## config.mk

```make
export PLATFORM = sky130hd
export DESIGN_NAME = regfile_2r1w
export DESIGN_NICKNAME = d
export VERILOG_FILES = /design/src/rtl/regfile_2r1w.sv
export SDC_FILE = /design/constraint.sdc
export NUM_CORES = 2
export LEC_CHECK = 0
export ABC_AREA = 1
export CELL_PAD_IN_SITES_DETAIL_PLACEMENT = 0
export CELL_PAD_IN_SITES_GLOBAL_PLACEMENT = 2
export CORE_AREA = 3 3 552 280
export CTS_BUF_LIST = sky130_fd_sc_hd__clkbuf_2 sky130_fd_sc_hd__clkbuf_4 sky130_fd_sc_hd__clkbuf_8
export DETAILED_ROUTE_END_ITERATION = 7
export DIE_AREA = 0 0 555 283
export GPL_ROUTABILITY_DRIVEN = 0
export HOLD_SLACK_MARGIN = 0.05
export PLACE_DENSITY = 0.75
export SLEW_MARGIN = 10
export SYNTH_ARGS = -nofsm -noshare
export SYNTH_HDL_FRONTEND = slang
export SYNTH_SLANG_ARGS = --single-unit
```

## constraint.sdc

```tcl
create_clock -name clk -period 34.1 [get_ports clk]
set_clock_uncertainty 0.1 [all_clocks]
set_input_delay 6.82 -clock clk [delete_from_list [all_inputs] [get_ports clk]]
set_output_delay 6.82 -clock clk [all_outputs]
set_load 0.05 [all_outputs]
```

## src/rtl/regfile_2r1w.sv

```systemverilog
// DEPTH x WIDTH flip-flop register file: two combinational read ports and one clocked write port.
// Optional same-cycle write-to-read forwarding when REGFILE_BYPASS_EN is defined.
module regfile_2r1w #(
   parameter int WIDTH    = 32,
   parameter int DEPTH    = 32,
   parameter int ZERO_REG = 1
) (
   input  logic                     clk,
   input  logic                     rst,
   input  logic                     we,
   input  logic [$clog2(DEPTH)-1:0] waddr,
   input  logic [WIDTH-1:0]         wdata,
   input  logic [$clog2(DEPTH)-1:0] raddr1,
   output logic [WIDTH-1:0]         rdata1,
   input  logic [$clog2(DEPTH)-1:0] raddr2,
   output logic [WIDTH-1:0]         rdata2
);

   localparam int AW    = $clog2(DEPTH);
   // Lowest entry that is writable and readable; entry 0 is skipped when it is the zero register.
   localparam int FIRST = (ZERO_REG != 0) ? 1 : 0;

   logic [WIDTH-1:0] mem [DEPTH];
   logic [AW-1:0]    raddr [2];
   logic [WIDTH-1:0] rdata [2];

   assign raddr[0] = raddr1;
   assign raddr[1] = raddr2;
   assign rdata1   = rdata[0];
   assign rdata2   = rdata[1];

   // Out-of-range addresses match no entry, so writes to them are dropped.
   always_ff @(posedge clk or posedge rst) begin
      if (rst) begin
         for (int i = 0; i < DEPTH; i++) begin
            mem[i] <= '0;
         end
      end else if (we) begin
         for (int i = FIRST; i < DEPTH; i++) begin
            if (waddr == AW'(i)) begin
               mem[i] <= wdata;
            end
         end
      end
   end

   for (genvar p = 0; p < 2; p++) begin : g_rd
`ifdef REGFILE_BYPASS_EN
      logic hit;
      always_comb begin
         hit      = 1'b0;
         rdata[p] = '0;
         for (int i = FIRST; i < DEPTH; i++) begin
            if (raddr[p] == AW'(i)) begin
               hit      = 1'b1;
               rdata[p] = mem[i];
            end
         end
         // Forward only to addresses that a write could actually land on.
         if (hit && !rst && we && (raddr[p] == waddr)) begin
            rdata[p] = wdata;
         end
      end
`else
      always_comb begin
         rdata[p] = '0;
         for (int i = FIRST; i < DEPTH; i++) begin
            if (raddr[p] == AW'(i)) begin
               rdata[p] = mem[i];
            end
         end
      end
`endif
   end

endmodule

```

==> qor.yml <==
worstMarginPinSlew_ns: 1.23
yosysSeqAreaShare_pct: 48.6
cts_setup_buffers: 0
wl_um: 202000
die_y_um: 283
arrival_ns: 12.43
hold_buffers: 0
fin_tns_setup_ns: 0
insertion_delay_ns: 0.86
grt_max_degree: 162
hold_viol: 0
start_kind: "primary input"
ant_nets: 0
power_switching_mw: 1.07
drtPass1Iterations: 6
ff2ff_path_depth: 2
dpl.cell_count: 8845
place_ws_ns: 14.88
cts_buffers: 164
htree_levels: 4
largest_reg_flops: 992
synthCells: 7108
p_per_area_nw_per_um2: 56.9
power_frac_clock_pct: 35.3
yosys_warnings: 0
final_nets: 7072
grt_pass1_vias: 44300
p_sw_share_pct: 32.7
finalNonFillerCells: 9140
rr_startpoint: "mem[779]"
largestRegisters: "mem: 992 flops"
vias: 48100
path_clk_slew_ns: 0.07
crit_fanout: 40
leakage_nw: 25.7
grt_usage_pct: 25.2
power.internal_mw: 2.20
syn_nets: 7158
vias_per_cell: 5.27
cts.sinks: 992
cts_resized: 0
die-area_um2: 157000
fin_crit_ns: 19.35
clk_path_buf_depth: 3
areaGrowthSynthToFinish_pct: 12.5
vdd_drop_max_mv: 0.0371
grt_pass1_wl_um: 302000
drv_cap: 0
rr_endpoint: "mem[779]"
final_core_util_pct: 38.5
combPwrFrac_pct: 16.7
crit_path_end_kind: "output port"
worstSetupPathType: "primary input to output port"
syn_avg_cell_area_um2: 7.18
grt_setup_unrepaired: "no"
status: "completed"
hold_depth: 2
dp_hpwl_um: 129000
clockRootBuffer: "clkbuf_8"
drive_above_1_share_pct: 7.93
ys_ff_latch: 992
die_w_um: 555
drc: 0
maxClockFrequency_ghz: 0.0517
cp.required_ns: 27.18
ys_types: 30
grt-ovfl-total: 0
fin_ws_ns: 14.75
slew_headroom_pct: 17.9
io_pins: 114
io_buffers: 113
hp-start: "mem[104]"
tritoncts: "done"
period_share_pct: 56.7
setup_viol: 0
antenna_found_initial: 7
core_um2: 149000
r2r_slack_ns: 33.23
syn-cell-area_um2: 51000
regMostFlops: "mem"
initial_utilization_pct: 34.2
min_to: "mem[104]"
drv_slew: 0
pwr-share-seq_pct: 47.9
hp-class: "register to register"
rows: 100
dr.first_iter.drc_count: 5037
avgRoutedWirePerCell_um: 22.1
[worst max path at each step]
stage,from,endpoint,slack (ns)
3_5_place_dp,raddr1[4],rdata1[25],14.88
5_1_grt,raddr1[4],rdata1[26],14.43
6_report,raddr1[4],rdata1[26],14.75
3_3_place_gp,raddr1[4],rdata1[26],14.90
4_1_cts,raddr1[4],rdata1[25],14.86
2_1_floorplan,rst,mem[0],13.51
[cell usage after synthesis]
cell type	instances	area share, %
nand3_2	2	0.039
dfrtp_1	992	49
buf_4	7	0.10
nor3b_1	4	0.059
clkbuf_1	423	3.1
or2_2	39	0.48
nor3_2	2	0.039
or2_1	5	0.061
nand4_1	540	6.6
buf_6	5	0.11
nand2_4	1	0.022
nor2_2	13	0.16
clkinv_2	1	0.0098
nand2_1	2547	19
nor4_1	1	0.012
inv_2	15	0.11
nor3_4	1	0.032
nand2_2	7	0.086
nor3_1	16	0.16
o21ai_0	1021	10
clkinv_1	4	0.029
buf_1	12	0.088
buf_2	47	0.46
nand3_1	107	1.0
nor2_4	1	0.022
inv_4	1	0.012
a21oi_1	57	0.56
inv_1	453	3.3
nor2_1	765	5.6
or2_0	19	0.23
[stage by stage]
stage	area, µm²	total power [mW]	hold slack, ns
detailed placement	53900	2.13	0.372
global placement	53900	2.11	0.366
finish	57400	3.27	0.383
CTS	57400	3.30	0.388
global route	57400	3.46	0.399
floorplan	51000	1.91	0.353
[per-layer routing]
metal  GRT usage (%)  routed length [µm]  part of all wire, %  vias to the layer above
met1            39.7              100000                   50                    23200
met5               0                  27                0.013                        -
met3            5.58               17800                  8.8                      283
li1                -                   -                    -                    22700
met2            34.2               79600                   39                     1902
met4            6.81                4130                  2.0                        4
[final cells by class]
class,count,area [µm²]
Clock buffer,272,3340
Fill cell,15700,91800
Clock inverter,20,183
Antenna cell,3,7.51
Inverter,474,1790
Multi-Input combinational cell,5148,22700
Timing Repair Buffer,242,2140
Tap cell,1989,2490
Sequential cell,992,24800
[worst max-delay path, stage by stage]
cell	delay, ns
clkdlybuf4s50_1	0.87
inv_4	0.38
buf_4	0.39
nand3_1	0.41
buf_4	0.32
nor2_1	0.06
nor2_1	0.09
nand4_1	0.08
nor2_1	0.27
nand3_1	0.13
nor2_1	0.13
nand3_1	0.18
nand2_1	0.11
nand3_1	0.08
nand2_1	0.13
nand4_1	0.10
nor2_1	0.22
nand4_1	0.19
nor2_1	0.14
nand4_1	0.12
nor2_1	0.24
nand4_1	0.17
clkdlybuf4s50_1	0.74
[cell families (layout without fill, tap and decap cells)]
family                 after synthesis  count (layout)  share of synthesized area, %
AND/OR/NAND/NOR                   4070            4070                          33.4
buffers and inverters              968            1008                          7.37
AO/OA/AOI/OAI                     1078            1078                          10.6
other                                0               3                             0
flip-flops                         992             992                          48.6
[layout by cell type, fill, tap and decap left out, drive strengths merged]
cell	Yosys	layout
nor3b	4	4
diode	0	3
buf	71	129
nand4	540	540
dfrtp	992	992
inv	469	468
clkdlybuf4s50	0	113
clkinvlp	0	8
clkbuf	423	272
nor3	19	19
a21oi	57	57
clkinv	5	16
nor4	1	1
nand3	109	109
or2	63	63
nand2	2555	2555
nor2	779	779
bufinv	0	2
o21ai	1021	1021
[power groups by stage]
stage / Clock [mW] / Combinational [mW] / Sequential, mW
2_1_floorplan: 0 / 0.366 / 1.54
3_3_place_gp: 0 / 0.535 / 1.58
3_5_place_dp: 0 / 0.546 / 1.58
4_1_cts: 1.19 / 0.547 / 1.56
5_1_grt: 1.24 / 0.620 / 1.60
6_report: 1.16 / 0.547 / 1.57
No activity file was read; power rests on OpenSTA's default activity.
==> RTL edit, RTL diff (same flow settings) <==
`WIDTH`: 32 -> 40.
--- a/src/rtl/regfile_2r1w.sv
+++ b/src/rtl/regfile_2r1w.sv
@@ -3,3 +3,3 @@
 module regfile_2r1w #(
-   parameter int WIDTH    = 32,
+   parameter int WIDTH    = 40,
    parameter int DEPTH    = 32,
Interface: changed (resized rdata1, rdata2 and wdata); port bits go from 114 to 138. The function was not compared with the original's and may differ.
==> RTL edit against the original RTL <==
  * Clock power increased by 22%
  * Worst setup slack lost 300 ps
  * Hold slack improved by 1.2 ps
  * Sequential cell count rose by 248
  * Die area did not move
  * First-iteration DRC count grew 35%
  * Routed wire length grew 25%
  * Power increased by 25%
  * Area after synthesis grew 24%
  * Design area grew 23%
==> RTL edit: results (changes against the original RTL) <==
dpl cell area = 66100 µm² (+23%)
largest net degree at the start of global routing = 153 (-5.6%)
first-pass GRT wire length = 375000 µm (+24%)
crit-path max FO = 62 (+55%)
post-synthesis adder-cell area fraction = 0% (unchanged)
met3 usage in global routing = 7.85% (+2.3 points)
Place WS = 14580 ps (-291 ps)
largest registers = mem (1240)
port bufs = 137 (+21%)
outcome = complete, no violations
clock latency at the later pin of the worst-skew pair = 900 ps (+40 ps)
# rows = 100 (unchanged)
P_clk = 1420 µW (+22%)
Clock Power Share = 34.9% (-0.4 points)
Top delay family on crit path = simple AND/OR/NAND/NOR gates
crit-path max cell delay = 950 ps (+80 ps)
Synth Area in Compound Gates = 10.4% (-0.21 points)
Synth cell types = 28 (-6.7%)
Num CTS Buffers = 201 (+23%)
number of gates resized after CTS = 0 (unchanged)
Seq group = 1950 µW (+24%)
DR pass1 iterations = 6 (unchanged)
vias = 59100 (+23%)
vias per std cell = 5.50 (+4.5%)
total number of H-tree levels = 4 (unchanged)
M1 WL = 130000 µm (+29%)
Clock Tree Buf Depth = 4 (+1)
Critical Path Slowest Stage Cell = clkdlybuf4s50_1
nets@finish = 8669 (+23%)
M1 GR Usage = 53.1% (+13 points)
met3 routed WL = 25900 µm (+45%)
vias in the first global route = 53700 (+21%)
initial DRC count = 6799 (+35%)
Root Buffer = clkbuf_8
placed cells = 10400 (+18%)
clk slew on worst S/H paths = 60 ps
Global Route Usage Sum = 31.5% (+6.3 points)
Peak VDD IR = 0.0424 mV (+14%)
Slew HR = 9.13% (-8.8 points)
Routed WL = 252000 µm (+25%)
Lkg Pwr = 0.0315 µW (+23%)
Post-synth ARST share = 100% (unchanged)
share of cells above drive strength 1 = 7.35% (-0.58 points)
main flop type after synthesis = dfrtp_1
switch share = 33.1% (+0.37 points)
synth cell count leaders = 3079 x nand2_1, 1253 x o21ai_0, 1240 x dfrtp_1
met2 WL = 93600 µm (+18%)
initial antenna violation count = 7 (unchanged)
DR top layer = met4
Mapped Cells = 8757 (+23%)
crit path DAT = 12730 ps (+300 ps)
top cells by area, synth = dfrtp_1 49%, nand2_1 18%, o21ai_0 9.9%
GR Util met2 = 39.9% (+5.8 points)
Seq/Total Area, Yosys = 49.1% (+0.43 points)
post-detail-place hpwl = 159000 µm (+23%)
[RTL edit: cell count changes in the layout (fill, tap and decap cells not counted), sizes merged, moves of 7 or more]
cell	before	now
nand2	2555	3083
nor2	779	1057
dfrtp	992	1240
o21ai	1021	1258
nand4	540	731
clkbuf	272	320
inv	468	513
buf	129	157
clkdlybuf4s50	113	137
a21oi	57	37
or2	63	52
o2111ai	0	8
clkinv	16	23
[RTL edit: area by class of cell]
cell class              count  area, µm²
fillers                 15400      78900
flip-flops and latches   1240      31000
repair buffers            294       2570
diodes                      3       7.51
clock inverters            28        185
multi-input cells        6360      28100
clock buffers             320       4100
inverters                 514       1940
well taps                1989       2490
[RTL edit: path summary, 6_finish.rpt]
check	from	to	slack (ps)	cells past startpoint
setup / recovery	raddr1[4]	rdata1[30]	14450	22
hold / removal	mem[290]	mem[290]	380	2
setup reg to reg	mem[1028]	mem[1028]	33230	2
hold reg to reg	mem[290]	mem[290]	380	2
max in group asynchronous	rst	mem[1198]	23910	7
min in group asynchronous	rst	mem[16]	6140	2
